<file path="src/rtl/boot_sequencer.sv">
`default_nettype none
// ============================================================================
// Module   : boot_sequencer
// Purpose  : Streams instruction/data images into each mesh processor in turn,
//            then releases the mesh from reset.
// Revision : 1.0  initial release
// ============================================================================
module boot_sequencer #(
  parameter int NUM_PROC   = 9,
  parameter int IMEM_WORDS = 4096,
  parameter int DMEM_WORDS = 4096,
  parameter int IDLE_SEL   = 9
) (
  input  logic        clk,
  input  logic        resetn,
  input  logic        start,
  input  logic        abort,
  input  logic        in_valid,
  input  logic [31:0] in_data,
  output logic        in_ready,
  output logic [3:0]  processor_select,
  output logic [13:0] boot_iaddr,
  output logic [31:0] boot_idata,
  output logic [13:0] boot_daddr,
  output logic [31:0] boot_ddata,
  output logic        sys_resetn,
  output logic        busy,
  output logic        done
);

  typedef enum logic [2:0] {
    S_IDLE    = 3'd0,
    S_SETUP   = 3'd1,
    S_LOAD_I  = 3'd2,
    S_LOAD_D  = 3'd3,
    S_RELEASE = 3'd4,
    S_DONE    = 3'd5
  } state_t;

  localparam logic [3:0]  C_SEL_IDLE  = 4'(IDLE_SEL);
  localparam logic [3:0]  C_LAST_PROC = 4'(NUM_PROC - 1);
  localparam logic [13:0] C_I_LAST    = 14'(IMEM_WORDS - 1);
  localparam logic [13:0] C_D_LAST    = 14'(DMEM_WORDS - 1);
  localparam logic [13:0] C_REL_LAST  = 14'd1;

  state_t      state_q;
  logic [3:0]  proc_q;
  logic [13:0] cnt_q;
  logic        in_ready_q;
  logic [3:0]  sel_q;
  logic [13:0] iaddr_q;
  logic [31:0] idata_q;
  logic [13:0] daddr_q;
  logic [31:0] ddata_q;
  logic        sys_resetn_q;
  logic        busy_q;
  logic        done_q;

  always_ff @(posedge clk or negedge resetn) begin
    if (!resetn) begin
      state_q      <= S_IDLE;
      proc_q       <= 4'd0;
      cnt_q        <= 14'd0;
      in_ready_q   <= 1'b0;
      sel_q        <= C_SEL_IDLE;
      iaddr_q      <= 14'd0;
      idata_q      <= 32'd0;
      daddr_q      <= 14'd0;
      ddata_q      <= 32'd0;
      sys_resetn_q <= 1'b0;
      busy_q       <= 1'b0;
      done_q       <= 1'b0;
    end else if (abort && busy_q) begin
      // Abort beats acceptance: any word offered this cycle is dropped.
      state_q      <= S_IDLE;
      proc_q       <= 4'd0;
      cnt_q        <= 14'd0;
      in_ready_q   <= 1'b0;
      sel_q        <= C_SEL_IDLE;
      sys_resetn_q <= 1'b0;
      busy_q       <= 1'b0;
      done_q       <= 1'b0;
    end else begin
      case (state_q)
        S_IDLE, S_DONE: begin
          if (start) begin
            state_q      <= S_SETUP;
            proc_q       <= 4'd0;
            cnt_q        <= 14'd0;
            sel_q        <= 4'd0;
            busy_q       <= 1'b1;
            done_q       <= 1'b0;
            sys_resetn_q <= 1'b0;
          end
        end

        S_SETUP: begin
          state_q    <= S_LOAD_I;
          cnt_q      <= 14'd0;
          in_ready_q <= 1'b1;
        end

        S_LOAD_I: begin
          if (in_valid) begin
            iaddr_q <= cnt_q;
            idata_q <= in_data;
            if (cnt_q == C_I_LAST) begin
              state_q <= S_LOAD_D;
              cnt_q   <= 14'd0;
            end else begin
              cnt_q <= cnt_q + 14'd1;
            end
          end
        end

        S_LOAD_D: begin
          if (in_valid) begin
            daddr_q <= cnt_q;
            ddata_q <= in_data;
            if (cnt_q == C_D_LAST) begin
              cnt_q      <= 14'd0;
              in_ready_q <= 1'b0;
              if (proc_q < C_LAST_PROC) begin
                proc_q  <= proc_q + 4'd1;
                sel_q   <= proc_q + 4'd1;
                state_q <= S_SETUP;
              end else begin
                sel_q   <= C_SEL_IDLE;
                state_q <= S_RELEASE;
              end
            end else begin
              cnt_q <= cnt_q + 14'd1;
            end
          end
        end

        S_RELEASE: begin
          // Mesh stays in reset for two cycles after the final write.
          if (cnt_q == C_REL_LAST) begin
            state_q      <= S_DONE;
            cnt_q        <= 14'd0;
            busy_q       <= 1'b0;
            done_q       <= 1'b1;
            sys_resetn_q <= 1'b1;
          end else begin
            cnt_q <= cnt_q + 14'd1;
          end
        end

        default: begin
          state_q      <= S_IDLE;
          proc_q       <= 4'd0;
          cnt_q        <= 14'd0;
          in_ready_q   <= 1'b0;
          sel_q        <= C_SEL_IDLE;
          sys_resetn_q <= 1'b0;
          busy_q       <= 1'b0;
          done_q       <= 1'b0;
        end
      endcase
    end
  end

  assign in_ready         = in_ready_q;
  assign processor_select = sel_q;
  assign boot_iaddr       = iaddr_q;
  assign boot_idata       = idata_q;
  assign boot_daddr       = daddr_q;
  assign boot_ddata       = ddata_q;
  assign sys_resetn       = sys_resetn_q;
  assign busy             = busy_q;
  assign done             = done_q;

`ifndef SYNTHESIS
  a_ready_implies_busy : assert property (@(posedge clk) disable iff (!resetn)
    in_ready |-> busy);
  a_done_matches_release : assert property (@(posedge clk) disable iff (!resetn)
    done == sys_resetn);
  a_done_not_busy : assert property (@(posedge clk) disable iff (!resetn)
    !(done && busy));
`endif

endmodule
`default_nettype wire

</file>
<file path="config.mk">
export PLATFORM = sky130hd
export DESIGN_NAME = boot_sequencer
export DESIGN_NICKNAME = d
export VERILOG_FILES = /design/src/rtl/boot_sequencer.sv
export SDC_FILE = /design/constraint.sdc
export NUM_CORES = 1
export LEC_CHECK = 0
export CORE_UTILIZATION = 35
export CTS_CLUSTER_SIZE = 12
export DETAILED_ROUTE_END_ITERATION = 12
export PLACE_DENSITY_LB_ADDON = 0.12
export SLEW_MARGIN = 20
export SYNTH_ARGS = -nofsm -noshare
export SYNTH_HDL_FRONTEND = slang
export SYNTH_SLANG_ARGS = --single-unit
</file>
<file path="constraint.sdc">
create_clock -name clk -period 2.2 [get_ports clk]
set_clock_uncertainty 0.05 [all_clocks]
set_input_delay 0.44 -clock clk [delete_from_list [all_inputs] [get_ports clk]]
set_output_delay 0.44 -clock clk [all_outputs]
set_load 0.02 [all_outputs]
</file>
# Word level (Yosys, flattened, before mapping)
# Index checks and enable logic that the tools add are counted.
[totals] ff_bits=120 in_bits=37 output_inout_bits=100 elab_cells=86
[classes] add_sub_neg=2 n_lt_le_gt_ge=1 n_eq_ne=18 n_mux=38 bitwise=1 reduce_logical=15
[ops] cell="$mux 14" count=5
[ops] cell="$pmux 14 s3" count=1
[ops] cell="$mux 4" count=9
[ops] cell="$mux 3" count=8
[ops] cell="$pmux 4 s3" count=2
[ops] cell="$ne 3x3->1 const B" count=7
[ops] cell="$pmux 3 s5" count=1
[ops] cell="$add 14x1->14 const B" count=1
[ops] cell="$eq 14x1->1 const B" count=1
[ops] cell="$eq 14x12->1 const B" count=1
[ops] cell="$reduce_and 3->1" count=4
[ops] cell="$mux 1" count=9
[ops] cell="$pmux 1 s3" count=3
[ops] cell="$eq 3x2->1 const B" count=2
[ops] cell="$eq 3x3->1 const B" count=2
[ops] cell="$ne 2x1->1 const B" count=3
[ops] cell="$reduce_and 6->1" count=1
[ops] cell="$reduce_or 3->1" count=2
[ops] cell="$reduce_and 5->1" count=1
[ops] cell="$add 4x1->4 const B" count=1
[ops] cell="$lt 4x4->1 const B" count=1
[ops] cell="$reduce_and 4->1" count=1
[ops] cell="$reduce_or 2->1" count=2
[ops] cell="$reduce_or 4->1" count=1
[ops] cell="other kinds (6)" count=6

# Longest topological paths before layout
# Gate-level depths: netlist (run 1).
[depth] ltp_word=6 ltp_mapped=7 mapped_depth_nobuf=7

# Worst setup path after synthesis (run 1)
# OpenSTA, ideal clock, no wires.
[synth_timing] kind="register to register" startpoint="reg cnt_q[0]" endpoint="reg cnt_q[2]" setup_ps=121 t_arrival_ps=1711 required_time_ps=2029 slack_ps=318 path_stages_with_launch=7 n_path_buf=0 synth_period_minus_slack_ps=1882 path_cell_list="dfrtp_1 -> ha_1 -> nand4_1 -> nor4b_4 -> a2bb2oi_4 -> o21ai_0 -> a22o_1"
[synth_between] elab_chain_cells=5 elab_cells_between_ends=8 cone_classes="add/sub: 1; eq/ne: 2; mux: 5"
[synth_lines] item="start: declaration" line="48" text="logic [13:0] cnt_q;"
[synth_lines] item="start signal: assignment" line="111" text="cnt_q <= cnt_q + 14'd1;"
[synth_lines] item="start signal: assignment" line="132" text="cnt_q <= cnt_q + 14'd1;"
[synth_lines] item="start signal: assignment" line="146" text="cnt_q <= cnt_q + 14'd1;"
[synth_lines] item="$add 14x1->14 / $eq 14x12->1 (equally long branches)"
[synth_lines] item="$mux 14" line="107, 120"
[synth_lines] item="$mux 14" line="117" text="if (in_valid) begin"
[synth_lines] item="$pmux 14 s3 *" line="84" text="case (state_q)"
[synth_lines] item="$mux 14 *" line="73" text="end else if (abort && busy_q) begin"
# Every way passes the cells marked *; elsewhere a longest branch is shown, timed or not. The select of a mux whose other input is x is not followed.
# A chain may end at the register's enable or synchronous reset.

# Worst setup path in the final report (run 1)
[layout_timing] startpoint="reg cnt_q[0]" endpoint="reg cnt_q[9]"
# Same word-level chain as after synthesis.

==> results of run 1 <==
registers in the layout (all words and copies together) (netlist names):
name and cells:
boot_ddata 32, boot_idata 32, boot_daddr 14, boot_iaddr 14, cnt_q 14, proc_q 4
processor_select 4, state_q 3, busy 1, done 1, in_ready 1
worst max path at each step:
stage                        start             end  slack [ns]  cells after the start
after global routing      cnt_q[0]        cnt_q[9]        0.02                      7
after CTS                 cnt_q[0]        cnt_q[9]        0.08                      7
final                     cnt_q[0]        cnt_q[9]        0.12                      7
after floorplan           cnt_q[0]        cnt_q[2]        0.32                      6
after detailed placement     abort  boot_idata[28]       -0.15                      6
after global placement       abort  boot_idata[29]       -0.12                      6
tightest hold or removal path: cells and delay by family, from the launching register on:
kind,cells,cell delay (ns)
compound gates,1,0.06
simple gates,1,0.05
flops,1,0.35
cell usage after synthesis (2+ instances only):
library cell | number | share of area [%]
nor4_1 | 4 | 0.48
nor2_1 | 15 | 1.1
o21ai_0 | 14 | 1.3
a21o_1 | 3 | 0.43
o21ai_1 | 9 | 0.86
o311ai_0 | 3 | 0.50
a21oi_1 | 12 | 1.1
clkbuf_1 | 4 | 0.29
nand2b_1 | 3 | 0.36
buf_6 | 4 | 0.86
buf_4 | 3 | 0.43
dfstp_2 | 2 | 1.0
dfrtp_1 | 118 | 56
inv_1 | 10 | 0.71
buf_2 | 10 | 0.95
o22ai_1 | 2 | 0.24
xnor2_1 | 2 | 0.33
mux2_1 | 11 | 2.4
nand2_1 | 29 | 2.1
nor3b_1 | 2 | 0.29
a22o_1 | 8 | 1.3
nor3_1 | 7 | 0.67
o2bb2ai_1 | 5 | 0.83
mux2_2 | 76 | 16
nand4_1 | 6 | 0.71
nand3_1 | 12 | 1.1
mux2i_1 | 4 | 0.76
ha_1 | 4 | 0.95
and3_1 | 5 | 0.60
or3_1 | 2 | 0.24
metrics by stage:
step | setup TNS, ns | hold WS (ns) | std cells
detailed placement | -8.94 | 0.358 | 749
finish | 0 | 0.440 | 783
global route | 0 | 0.466 | 783
CTS | 0 | 0.443 | 783
floorplan | 0 | 0.0944 | 411
global placement | -6.35 | 0.348 | 749
per-layer routing:
metal | part of all wire [%] | vias to the layer above | global-route usage [%]
met3 | 5.1 | 14 | 4.81
met1 | 47 | 1915 | 23.1
met5 | 0 | - | 0
met4 | 1.2 | 0 | 6.66
met2 | 46 | 131 | 26.2
li1 | - | 1847 | -
layout make-up:
cell class	instances	share of cell area [%]
Inverter	11	0.535
Sequential cell	120	39.0
Multi-Input combinational cell	258	26.7
Tap cell	184	2.98
Clock buffer	19	5.87
Clock inverter	13	1.90
Timing Repair Buffer	178	23.0
where the power goes:
group	switching [uW]	internal, uW
Combinational	2460	2670
Clock	1010	1730
Sequential	448	2990
Total	3920	7390
what timing repair did:
item	in CTS	in global routing
hold endpoints to repair	28	0
resized for setup	0	1
hold buffers	1	0
endpoints found under the setup margin	2	5
pin swaps	1	1
setup buffers	1	0
kinds of logic after synthesis:
logic type,count (synthesis)
flops,120
simple gates,95
mux,91
compound gates,66
buf+inv,33
fa+ha+maj,4
xor+xnor,2
==> reports/metrics.csv, run 1 <==
stage;metric;value;unit
run_status;outcome;finished, final reports clean;
placement;dp_hpwl;8900;um
die;die_area;15500;um^2
worst_setup_path;r2r_start;cnt_q[0];
power_and_ir_drop;power.static_leakage;0.00340;uW
worst_setup_path;cp.required;2.44;ns
global_routing;grt_usage;17.2;%
synthesis;synth_xor_area_share;0.333;%
power_and_ir_drop;finalPower;11300;uW
min_path;hp-start;boot_daddr[6];
worst_setup_path;cp_slowest_stage_delay;0.43;ns
synthesis;async_flop_share;100;%
power_and_ir_drop;ir_worst_vdd;0.000705;V
power_and_ir_drop;power.density;1470;nW/um^2
layout;synthToLayoutAreaGrowth;46.9;%
layout;final_cell_mix;clkdlybuf4s50_1, dfrtp_1, mux2_2;
drt;drt_pass1_iterations;4;
clocking;cts_max_level;4;
synthesis;synth-edff-count;0;
sta;period_needed;2.08;ns
clocking;cts_tree;yes;
worst_setup_path;slowest_stage;nor4b_4;
layout;final_core_util;52.9;%
min_path;hold_path.class;reg -> reg;
placement;pre_cts_ws;-0.145;ns
layout;fillers;1235;
sta;hold_viol;0;
global_routing;antenna_found_initial;0;
clocking;clk_latency;0.41;ns
synthesis;synth_warnings;0;
worst_setup_path;path_cells;ha_1 > nand4_1 > nor4b_4 > a2bb2oi_4 > buf_12 > o21ai_1 > a22o_1;
worst_setup_path;critical_path.top_delay_family;simple AND/OR/NAND/NOR gates;
sta;slew_headroom;60.8;%
synthesis;synth_cell_types;52;
global_routing;grt_pass1_vias;4007;
drt;viasPerCell;4.99;
clocking;cts_buffers;17;
sta;tightestPinTransition;0.581;ns
drt;routedWlPerCell;15.9;um
layout;antenna_cells;0;
sta;rsz0062_at_grt;no;
worst_setup_path;crit_buf_inv;1;
sta;slew_violations;0;
worst_setup_path;r2r_slack;0.12;ns
die;die_y;125;um
synthesis;synth_top_flop_cell;dfrtp_1;
synthesis;syn_avg_cell_area;12.8;um^2
min_path;hold_end;boot_daddr[6];
worst_setup_path;critPathCaptureType;flip-flop;
sta;worst_slack;0.119;ns
die;initial_core_util;36.0;%
global_routing;grt_overflow;0;
synthesis;synth-seq-cells;120;
synthesis;synthAdderAreaFrac;0.952;%
global_routing;grt_pass1_wl;21000;um
die;num_rows;44;
layout;multi_input_area;2060;um^2
min_path;hold_depth;2;
worst_setup_path;critical_path_arrival;2.33;ns
run;maxCapViolations;0;
placement;placed_area;7090;um^2
drt;ant_nets;0;
global_routing;grt_start_max_net_pins;47;
layout;final_area;7720;um^2
die;ios;137;
synthesis;synthCells;411;
clocking;clockRootBuffer;clkbuf_16;
clocking;clk_pin_slew;0.06;ns
placement;port_buffers;136;
clocking;clk_path_buf_depth;2;
worst_setup_path;path_max_fanout;9;
synthesis;yosysSeqAreaShare;57.2;%
drt;drc_errors;0;
synthesis;synth-compound-area-share;8.62;%
die;coreArea;14600;um^2
sta;setup_violations;0;
layout;regArea;3010;um^2
drt;via_count;3907;
sta;timing.fmax;481;MHz
synthesis;synth_top_family_by_area;multiplexers;
worst_setup_path;crit_type;reg -> reg;
synthesis;synthMuxAreaShare;19.4;%
drt;routed_wl;12400;um
synthesis;syn_nets;452;
synthesis;netlist_area;5260;um^2
clocking;cts_sinks;120;
layout;final_common_cell;clkdlybuf4s50_1;
synthesis;yosys.area_share.simple;9.93;%
layout;nets;627;
layout;final_layout_size_suffix_gt1_share;26.7;%
sta;post-route-period-util;94.6;%
placement;place_congestion;0.851;
worst_setup_path;reg2reg_depth;7;
die;die_x;125;um
drt;drt_iter0_drc;209;
worst_setup_path;timing.rr.end;cnt_q[9];
worst_setup_path;critPathLaunchType;flip-flop;
No activity file was read; power rests on OpenSTA's default activity.
==> inputs of run 2 (changes only) <==
==> constraint.sdc (replaced) <==
create_clock -name clk -period 2.4 [get_ports clk]
set_clock_uncertainty 0.05 [all_clocks]
set_input_delay 0.48 -clock clk [delete_from_list [all_inputs] [get_ports clk]]
set_output_delay 0.48 -clock clk [all_outputs]
set_load 0.02 [all_outputs]
==> reports/metrics.csv, run 2 (same netlist as run 1, synthesis figures left out) <==
stage;metric;value;unit
run_status;outcome;finished, final reports clean;
min_path;hold_path.class;in -> async;
global_routing;grt_pass1_wl;20700;um
power_and_ir_drop;p_int;6830;uW
sta;tightestPinTransition;0.655;ns
worst_setup_path;slowest_stage;dfrtp_1;
worst_setup_path;r2r_slack;0.20;ns
placement;port_buffers;136;
clocking;cts_buffers;17;
worst_setup_path;timing.rr.end;cnt_q[2];
layout;final_core_util;51.9;%
layout;final_common_cell;clkdlybuf4s50_1;
power_and_ir_drop;ir_worst_vdd;0.000556;V
layout;antenna_cells;0;
worst_setup_path;critPathLaunchType;flip-flop;
sta;hold_viol;0;
clocking;cts_max_level;4;
layout;multi_input_area;2060;um^2
power_and_ir_drop;p_seq_share;30.7;%
drt;ant_nets;0;
power_and_ir_drop;clkPwrFrac;25.3;%
clocking;cts_hold_buf;0;
global_routing;antenna_found_initial;0;
sta;tns;0;ns
sta;period_needed;2.20;ns
die;coreArea;14600;um^2
die;die_y;125;um
drt;drc_errors;0;
power_and_ir_drop;swShare;33.7;%
layout;nets;609;
power_and_ir_drop;power.density;1360;nW/um^2
worst_setup_path;critPathCaptureType;flip-flop;
worst_setup_path;reg2reg_depth;6;
placement;dp_hpwl;8570;um
die;ios;137;
sta;rsz0062_at_grt;no;
sta;post-route-period-util;91.6;%
power_and_ir_drop;power.static_leakage;0.00333;uW
clocking;cts_resized;0;
sta;hold_slack;0.109;ns
clocking;clk_pin_slew;0.05;ns
worst_setup_path;r2r_start;cnt_q[0];
worst_setup_path;crit_type;reg -> reg;
drt;routed_wl;12300;um
clocking;cts_tree;yes;
worst_setup_path;path_max_fanout;9;
sta;setup_violations;0;
sta;slew_violations;0;
placement;place_congestion;0.810;
die;num_rows;44;
global_routing;grt_usage;16.9;%
sta;slew_headroom;56.3;%
clocking;clk_path_buf_depth;2;
worst_setup_path;critical_path_arrival;2.45;ns
drt;via_count;3886;
layout;fillers;1237;
worst_setup_path;cp_slowest_stage_delay;0.47;ns
worst_setup_path;cp.required;2.65;ns
power_and_ir_drop;power_frac_comb;44.0;%
clocking;clockRootBuffer;clkbuf_16;
clocking;clk_latency;0.41;ns
drt;drt_iter0_drc;132;
die;initial_core_util;36.0;%
layout;synthToLayoutAreaGrowth;44.1;%
layout;final_layout_size_suffix_gt1_share;24.1;%
clocking;post_cts_buffers;0;
sta;timing.fmax;455;MHz
power_and_ir_drop;p_switching;3480;uW
worst_setup_path;startpoint;cnt_q[0];
global_routing;grt_pass1_vias;3805;
worst_setup_path;path_cells;ha_1 > nand4_1 > nor4b_4 > a2bb2oi_4 > o21ai_0 > a22o_1;
die;die_x;125;um
drt;routedWlPerCell;16.1;um
global_routing;grt_start_max_net_pins;121;
drt;viasPerCell;5.09;
die;die_area;15500;um^2
global_routing;grt_overflow;0;
run;maxCapViolations;0;
layout;regArea;3010;um^2
drt;drt_pass1_iterations;4;
clocking;cts_sinks;120;
layout;final_cell_mix;clkdlybuf4s50_1, dfrtp_1, mux2_2;
run 2: cell count changes in the layout (fill, tap and decap cells not counted), sizes merged:
cell / delta
clkbuf: +4
inv: -1
clkinv: -1
bufinv: +1
buf: -17
clkinvlp: -4
dlygate4sd3: -1
run 2: layer usage:
layer | share of wire (%) | track usage [%]
met1 | 49 | 23.8
met2 | 44 | 24.2
met3 | 5.1 | 4.85
met4 | 1.8 | 7.02
met5 | 0 | 0
run 2: area by class of cell:
type,count,area share [%]
inverter,11,0.545
clock buffer,23,6.58
sequential,120,39.7
clock inverter,8,1.55
multi-input combinational,258,27.3
timing repair buffer,160,21.3
tap,184,3.04
run 2: worst max path at each step:
stage	to	slack, ns	depth (start not counted)
floorplan	cnt_q[2]	0.52	6
global placement	boot_ddata[19]	0.09	6
detailed placement	boot_ddata[2]	0.04	6
CTS	cnt_q[2]	0.18	6
global route	cnt_q[9]	0.05	6
finish	cnt_q[2]	0.20	6
run 2: metrics by stage:
stage | total power, uW | worst slack [ns] | instances | instance area [um^2]
floorplan | 5690 | 0.518 | 411 | 5260
global route | 10900 | 0.0513 | 764 | 7570
detailed placement | 7780 | 0.0434 | 733 | 6960
global placement | 7710 | 0.0932 | 733 | 6960
finish | 10300 | 0.203 | 764 | 7570
CTS | 10400 | 0.183 | 764 | 7570
run 2: critical path: cells and delay by family (launching register included):
| kind | cells | cell delay, ns |
|---|---|---|
| and+or+nand+nor | 2 | 0.62 |
| AOI/OAI and AO/OA | 3 | 0.69 |
| adders and majority gates | 1 | 0.25 |
| DFF | 1 | 0.47 |
run 2: power groups by stage:
stage / Sequential [uW] / Clock (uW) / Combinational, uW
after global placement: 3170 / 0 / 4540
after detailed placement: 3200 / 0 / 4580
after CTS: 3170 / 2670 / 4590
final: 3160 / 2610 / 4530
after global routing: 3270 / 2770 / 4870
after floorplan: 3910 / 0 / 1780
